## config.mk

```make
export PLATFORM = sky130hd
export DESIGN_NAME = demux4_router
export DESIGN_NICKNAME = d
export VERILOG_FILES = /design/src/rtl/demux_pkg.sv /design/src/rtl/sync_fifo_fwft.sv /design/src/rtl/demux4_router.sv
export SDC_FILE = /design/constraint.sdc
export NUM_CORES = 1
export LEC_CHECK = 0
export CELL_PAD_IN_SITES_DETAIL_PLACEMENT = 0
export CELL_PAD_IN_SITES_GLOBAL_PLACEMENT = 2
export CORE_ASPECT_RATIO = 1.25
export CORE_MARGIN = 5
export CORE_UTILIZATION = 41
export DETAILED_ROUTE_END_ITERATION = 6
export PLACE_DENSITY = 0.88
export SYNTH_ARGS = -nofsm -noshare
export SYNTH_HDL_FRONTEND = slang
export SYNTH_SLANG_ARGS = --single-unit
```

## constraint.sdc

```tcl
create_clock -name i_clk -period 4 [get_ports i_clk]
set_clock_uncertainty 0.1 [all_clocks]
set_input_delay 0.4 -clock i_clk [delete_from_list [all_inputs] [get_ports i_clk]]
set_output_delay 0.4 -clock i_clk [all_outputs]
set_load 0.01 [all_outputs]
```

## src/rtl/demux_pkg.sv

```systemverilog
// Shared constants for the 1-to-4 demultiplexing router.
//   N_CH          number of output channels
//   CH_W          width of the channel select field
//   DEF_DATA_W    default word width
//   DEF_DEPTH     default per-channel FIFO depth (power of two, >= 2)
package demux_pkg;
    localparam int N_CH       = 4;
    localparam int CH_W       = 2;
    localparam int DEF_DATA_W = 16;
    localparam int DEF_DEPTH  = 2;
endpackage

```

## src/rtl/sync_fifo_fwft.sv

```systemverilog
// Single-clock first-word-fall-through FIFO.
// The head word is presented on dout whenever empty is low.
// Ports:
//   clk    clock, all state on rising edge
//   rst    synchronous active-high reset; empties the FIFO
//   push   write din this cycle (ignored while full)
//   din    write data
//   pop    remove head word this cycle (ignored while empty)
//   dout   head word (undefined content while empty)
//   full   no free entry
//   empty  no stored entry
module sync_fifo_fwft #(
    parameter int DATA_W = 16,
    parameter int DEPTH  = 2
) (
    input  logic              clk,
    input  logic              rst,
    input  logic              push,
    input  logic [DATA_W-1:0] din,
    input  logic              pop,
    output logic [DATA_W-1:0] dout,
    output logic              full,
    output logic              empty
);
    localparam int AW = $clog2(DEPTH);

    // One extra pointer bit tells a full FIFO from an empty one.
    logic [AW:0]       wr_ptr;
    logic [AW:0]       rd_ptr;
    logic [DATA_W-1:0] mem [DEPTH];

    logic do_push;
    logic do_pop;

    assign do_push = push && !full;
    assign do_pop  = pop && !empty;

    always_ff @(posedge clk) begin
        if (rst) begin
            wr_ptr <= '0;
            rd_ptr <= '0;
        end else begin
            if (do_push) begin
                wr_ptr <= wr_ptr + 1'b1;
            end
            if (do_pop) begin
                rd_ptr <= rd_ptr + 1'b1;
            end
        end
    end

    // Storage needs no reset: reads are only meaningful while non-empty.
    always_ff @(posedge clk) begin
        if (do_push) begin
            mem[wr_ptr[AW-1:0]] <= din;
        end
    end

    assign dout  = mem[rd_ptr[AW-1:0]];
    assign full  = (wr_ptr[AW] != rd_ptr[AW]) && (wr_ptr[AW-1:0] == rd_ptr[AW-1:0]);
    assign empty = (wr_ptr == rd_ptr);
endmodule

```

## src/rtl/demux4_router.sv

```systemverilog
// 1-to-4 registered demultiplexer. Each accepted input word is steered by
// i_ctrl into one of four FWFT FIFOs; each FIFO drains through its own
// valid/ready port. Order is kept per channel only.
// Ports:
//   i_clk, i_rst           clock / synchronous active-high reset
//   i_valid, o_ready       input handshake; o_ready = channel i_ctrl not full
//   i_ctrl, i_data         destination channel and word, sampled on handshake
//   o_data_n, o_valid_n    head word / non-empty flag of channel n (0..3)
//   i_ready_n              downstream n takes the head word
module demux4_router
    import demux_pkg::*;
#(
    parameter int DATA_W = DEF_DATA_W,
    parameter int DEPTH  = DEF_DEPTH
) (
    input  logic              i_clk,
    input  logic              i_rst,
    input  logic              i_valid,
    output logic              o_ready,
    input  logic [CH_W-1:0]   i_ctrl,
    input  logic [DATA_W-1:0] i_data,
    output logic [DATA_W-1:0] o_data_0,
    output logic [DATA_W-1:0] o_data_1,
    output logic [DATA_W-1:0] o_data_2,
    output logic [DATA_W-1:0] o_data_3,
    output logic              o_valid_0,
    output logic              o_valid_1,
    output logic              o_valid_2,
    output logic              o_valid_3,
    input  logic              i_ready_0,
    input  logic              i_ready_1,
    input  logic              i_ready_2,
    input  logic              i_ready_3
);
    logic [N_CH-1:0]   ch_push;
    logic [N_CH-1:0]   ch_pop;
    logic [N_CH-1:0]   ch_full;
    logic [N_CH-1:0]   ch_empty;
    logic [N_CH-1:0]   ch_ready;
    logic [DATA_W-1:0] ch_head [N_CH];
    logic [DATA_W-1:0] ch_data [N_CH];
    logic              accept;

    assign ch_ready = {i_ready_3, i_ready_2, i_ready_1, i_ready_0};

    // Depends only on FIFO state and i_ctrl, never on any downstream ready.
    assign o_ready = !ch_full[i_ctrl];
    assign accept  = i_valid && o_ready;

    for (genvar n = 0; n < N_CH; n++) begin : g_ch
        assign ch_push[n] = accept && (i_ctrl == CH_W'(n));
        assign ch_pop[n]  = ch_ready[n] && !ch_empty[n];

        sync_fifo_fwft #(
            .DATA_W (DATA_W),
            .DEPTH  (DEPTH)
        ) u_fifo (
            .clk   (i_clk),
            .rst   (i_rst),
            .push  (ch_push[n]),
            .din   (i_data),
            .pop   (ch_pop[n]),
            .dout  (ch_head[n]),
            .full  (ch_full[n]),
            .empty (ch_empty[n])
        );

        // Stale storage must never be visible on an empty channel.
        assign ch_data[n] = ch_empty[n] ? '0 : ch_head[n];
    end

    assign o_data_0  = ch_data[0];
    assign o_data_1  = ch_data[1];
    assign o_data_2  = ch_data[2];
    assign o_data_3  = ch_data[3];
    assign o_valid_0 = !ch_empty[0];
    assign o_valid_1 = !ch_empty[1];
    assign o_valid_2 = !ch_empty[2];
    assign o_valid_3 = !ch_empty[3];
endmodule

```

==> summary.md <==
| Metric | Value |
|---|---|
| Post-DR wirelength/cell | `17.63 um` |
| Setup TNS | `0 ns` |
| Die width | `118.6 um` |
| Critical path capture point type | `output pin` |
| Die footprint | `17270 um2` |
| Synthesized cell area | `6040 um2` |
| Sequential fraction of the synthesis area | `70.27%` |
| Synth unique cells | `25` |
| Final hold slack | `0.4488 ns` |
| Worst vdd ir | `0.0002395 V` |
| Post-Syn Nets | `430` |
| Yosys top cell by area | `edfxtp_1` |
| Die Y | `145.7 um` |
| Worst Path Class, Setup | `reg -> out` |
| Maximum number of pins on one net before global-route repair | `29` |
| Final HPWL DP | `8494 um` |
| CTS Buf Count | `17` |
| FF+latch area | `4244 um2` |
| Power Density | `516.4 nW/um2` |
| Fin crit period | `2.887 ns` |
| Initial Util | `41.92%` |
| Initial antenna violation count | `0` |
| CTS Root Cell | `clkbuf_16` |
| Vias in the first global route | `3608` |
| Worst-margin pin slew | `1.017 ns` |
| Detailed-route wire length | `12220 um` |
| Vias | `3444` |
| Synthesized flop and latch total | `148` |
| Routed Antenna Nets | `0` |
| RSZ-0062 raised after global routing | `false` |
| Placed insts | `661` |
| CP delay by family, top | `simple AND/OR/NAND/NOR gates` |
| Max-cap viol count | `0` |
| CTS Buffer Depth | `2` |
| Crit-path slowest cell | `and2_1` |
| Row count | `49` |
| Clk_lat worst skew | `0.41 ns` |
| Count of input and output buffers | `93` |
| Critical Path RT | `3.50 ns` |
| Post-synth EDFFs | `128` |
| N_diodes | `0` |
| Origin of the worst setup path | `g_ch[1].u_fifo.rd_ptr[0]$_SDFFE_PP0P_` |
| Status | `finished clean` |
| Crit path DAT | `2.39 ns` |
| I/O pin cnt | `94` |
| Post-CTS Hold Buffers | `0` |
| CTS tree | `done` |
| First-pass GRT wire length | `19340 um` |
| Buf/Inv on CP | `1` |
| Number of detailed-route iterations in the first pass | `4` |
| Most common cell after layout, fill and taps aside | `edfxtp_1` |
| Setup violators final | `0` |
| Gr usage total | `14.43%` |
| Syn-to-layout area delta | `27.22%` |
| Post-Layout Cell Count | `693` |
| Critical Path Start Type | `register` |
| Worst r2r dst | `g_ch[0].u_fifo.mem[0][7]$_DFFE_PP_` |
| Fin. Hold Viols | `0` |
| Hold Path Class | `reg -> reg` |
| GP Congestion | `0.7609` |
| CP Max Fanout | `17` |
| Primary FF master, synth | `edfxtp_1` |
| Overflow after GRT | `0` |
| Most frequent cells in the layout | `edfxtp_1, clkdlybuf4s50_1, nor2_1` |
| Iteration-0 DRC Markers | `157` |
| Share of cells above drive strength 1 | `10.87%` |
| Clk slew on worst S/H paths | `0.06 ns` |
| FF-to-FF Start | `g_ch[0].u_fifo.rd_ptr[0]$_SDFFE_PP0P_` |
| Num Clock Sinks | `148` |
| Worst-case reg-to-reg path depth | `3` |
| Area share of the largest cell type after synthesis | `63.64%` |
| Yosys warning count | `0` |
| Post-Synthesis Cells | `405` |
| Slew headroom | `31.97%` |
| Asr flop ratio synth | `0%` |
| Slowest cell delay on critical path | `0.61 ns` |
| Core outline area | `14410 um2` |
| Filler cell count | `1229` |
| Max frequency | `346.4 MHz` |
| Period Utilization, post-route | `72.17%` |
| Top cells by area, synth | `edfxtp_1, mux2i_1, dfxtp_1, nor2_1, mux2_2` |
| Post-route DRC | `0` |
| Slew Limit Fails | `0` |
| Leak | `2.538 nW` |
| CP Depth | `4` |
| DR vias/cell | `4.970` |
| H-Tree Depth | `4` |
| Setup crit end | `o_data_1[2]` |
| PostCTS Resize Cnt | `0` |
| Area of the multi-input gates | `1653 um2` |
| Nets | `527` |
| R2r setup slk | `1.87 ns` |
| Postcts setup bufs | `0` |
| Mean Syn Cell Area | `14.91 um2` |
| Critical-path cell list | `xnor2_1 -> and2_1 -> nor2_1 -> clkdlybuf4s50_1` |
## cell families (layout without fill, tap and decap cells)
| family | count (synthesis) | in the layout | synth area share [%] |
|---|---|---|---|
| AOI/OAI and AO/OA | 16 | 16 | 2.444 |
| xor gates and xnor gates | 12 | 12 | 1.989 |
| buffers and inverters | 27 | 137 | 2.362 |
| DFF | 148 | 148 | 70.27 |
| muxes | 85 | 85 | 14.63 |
| and+or+nand+nor | 117 | 117 | 8.307 |
## Yosys cell counts (3+ instances only)
cell type,instances
buf_2,15
edfxtp_1,128
nor2_1,83
mux2i_1,68
nand4_1,5
xnor2_1,8
mux2_2,16
a21oi_1,7
a21boi_0,4
buf_6,3
nand2_1,9
and2_1,7
inv_1,7
dfxtp_1,20
nor2b_1,10
## through the flow
| step | util [%] | power (mW) | setup WS (ns) | area [um2] |
|---|---|---|---|---|
| after floorplan | - | 2.180 | 1.777 | 6040 |
| after global placement | 49.38 | 2.499 | 1.312 | 7114 |
| after detailed placement | 49.38 | 2.515 | 1.292 | 7114 |
| after CTS | 53.33 | 4.012 | 1.064 | 7684 |
| after global routing | 53.33 | 4.132 | 0.9249 | 7684 |
| final | 53.33 | 3.968 | 1.113 | 7684 |
## how the worst min path moves through the flow
stage | depth (start not counted) | end | from | slack (ns)
after global routing | 2 | g_ch[2].u_fifo.rd_ptr[1]$_SDFFE_PP0P_ | g_ch[2].u_fifo.wr_ptr[0]$_SDFFE_PP0P_ | 0.48
after CTS | 2 | g_ch[0].u_fifo.rd_ptr[1]$_SDFFE_PP0P_ | g_ch[0].u_fifo.wr_ptr[0]$_SDFFE_PP0P_ | 0.45
final | 2 | g_ch[2].u_fifo.rd_ptr[1]$_SDFFE_PP0P_ | g_ch[2].u_fifo.wr_ptr[0]$_SDFFE_PP0P_ | 0.45
after global placement | 2 | g_ch[0].u_fifo.rd_ptr[1]$_SDFFE_PP0P_ | g_ch[0].u_fifo.wr_ptr[0]$_SDFFE_PP0P_ | 0.43
after detailed placement | 2 | g_ch[0].u_fifo.rd_ptr[1]$_SDFFE_PP0P_ | g_ch[0].u_fifo.wr_ptr[0]$_SDFFE_PP0P_ | 0.44
after floorplan | 0 | g_ch[0].u_fifo.mem[0][0]$_DFFE_PP_ | i_data[0] | 0.40
## where the power goes
group | switching, mW | internal [mW]
Sequential | 0.0785 | 1.73
Combinational | 0.308 | 0.351
Clock | 0.582 | 0.918
## worst register-to-register path: stages, from the launching register on
cell and delay, ns:
dfxtp_1 0.47, xnor2_1 0.17, a211oi_1 0.30, and2_1 0.72
## layer usage
| metal | part of all wire [%] | global-route usage [%] | vias up | routed length [um] |
|---|---|---|---|---|
| met5 | 0 | 0 | - | 0 |
| met2 | 51 | 25.20 | 89 | 6291 |
| met3 | 5.0 | 4.160 | 13 | 606 |
| li1 | - | - | 1651 | - |
| met1 | 43 | 17.25 | 1691 | 5202 |
| met4 | 0.95 | 4.254 | 0 | 116 |
## layout make-up
class,instances,share of cell area (%)
sequential,148,55.24
timing repair buffer,98,12.60
clock inverter,12,1.726
tap,178,2.899
clock buffer,20,5.683
multi-input combinational,230,21.51
inverter,7,0.3420
## state kept, by name (all words and copies together), names as in the netlist, named ones only
name / flops
g_ch.u_fifo.mem: 128
g_ch.u_fifo.rd_ptr: 8
g_ch.u_fifo.wr_ptr: 8
No activity file was read; power rests on OpenSTA's default activity.
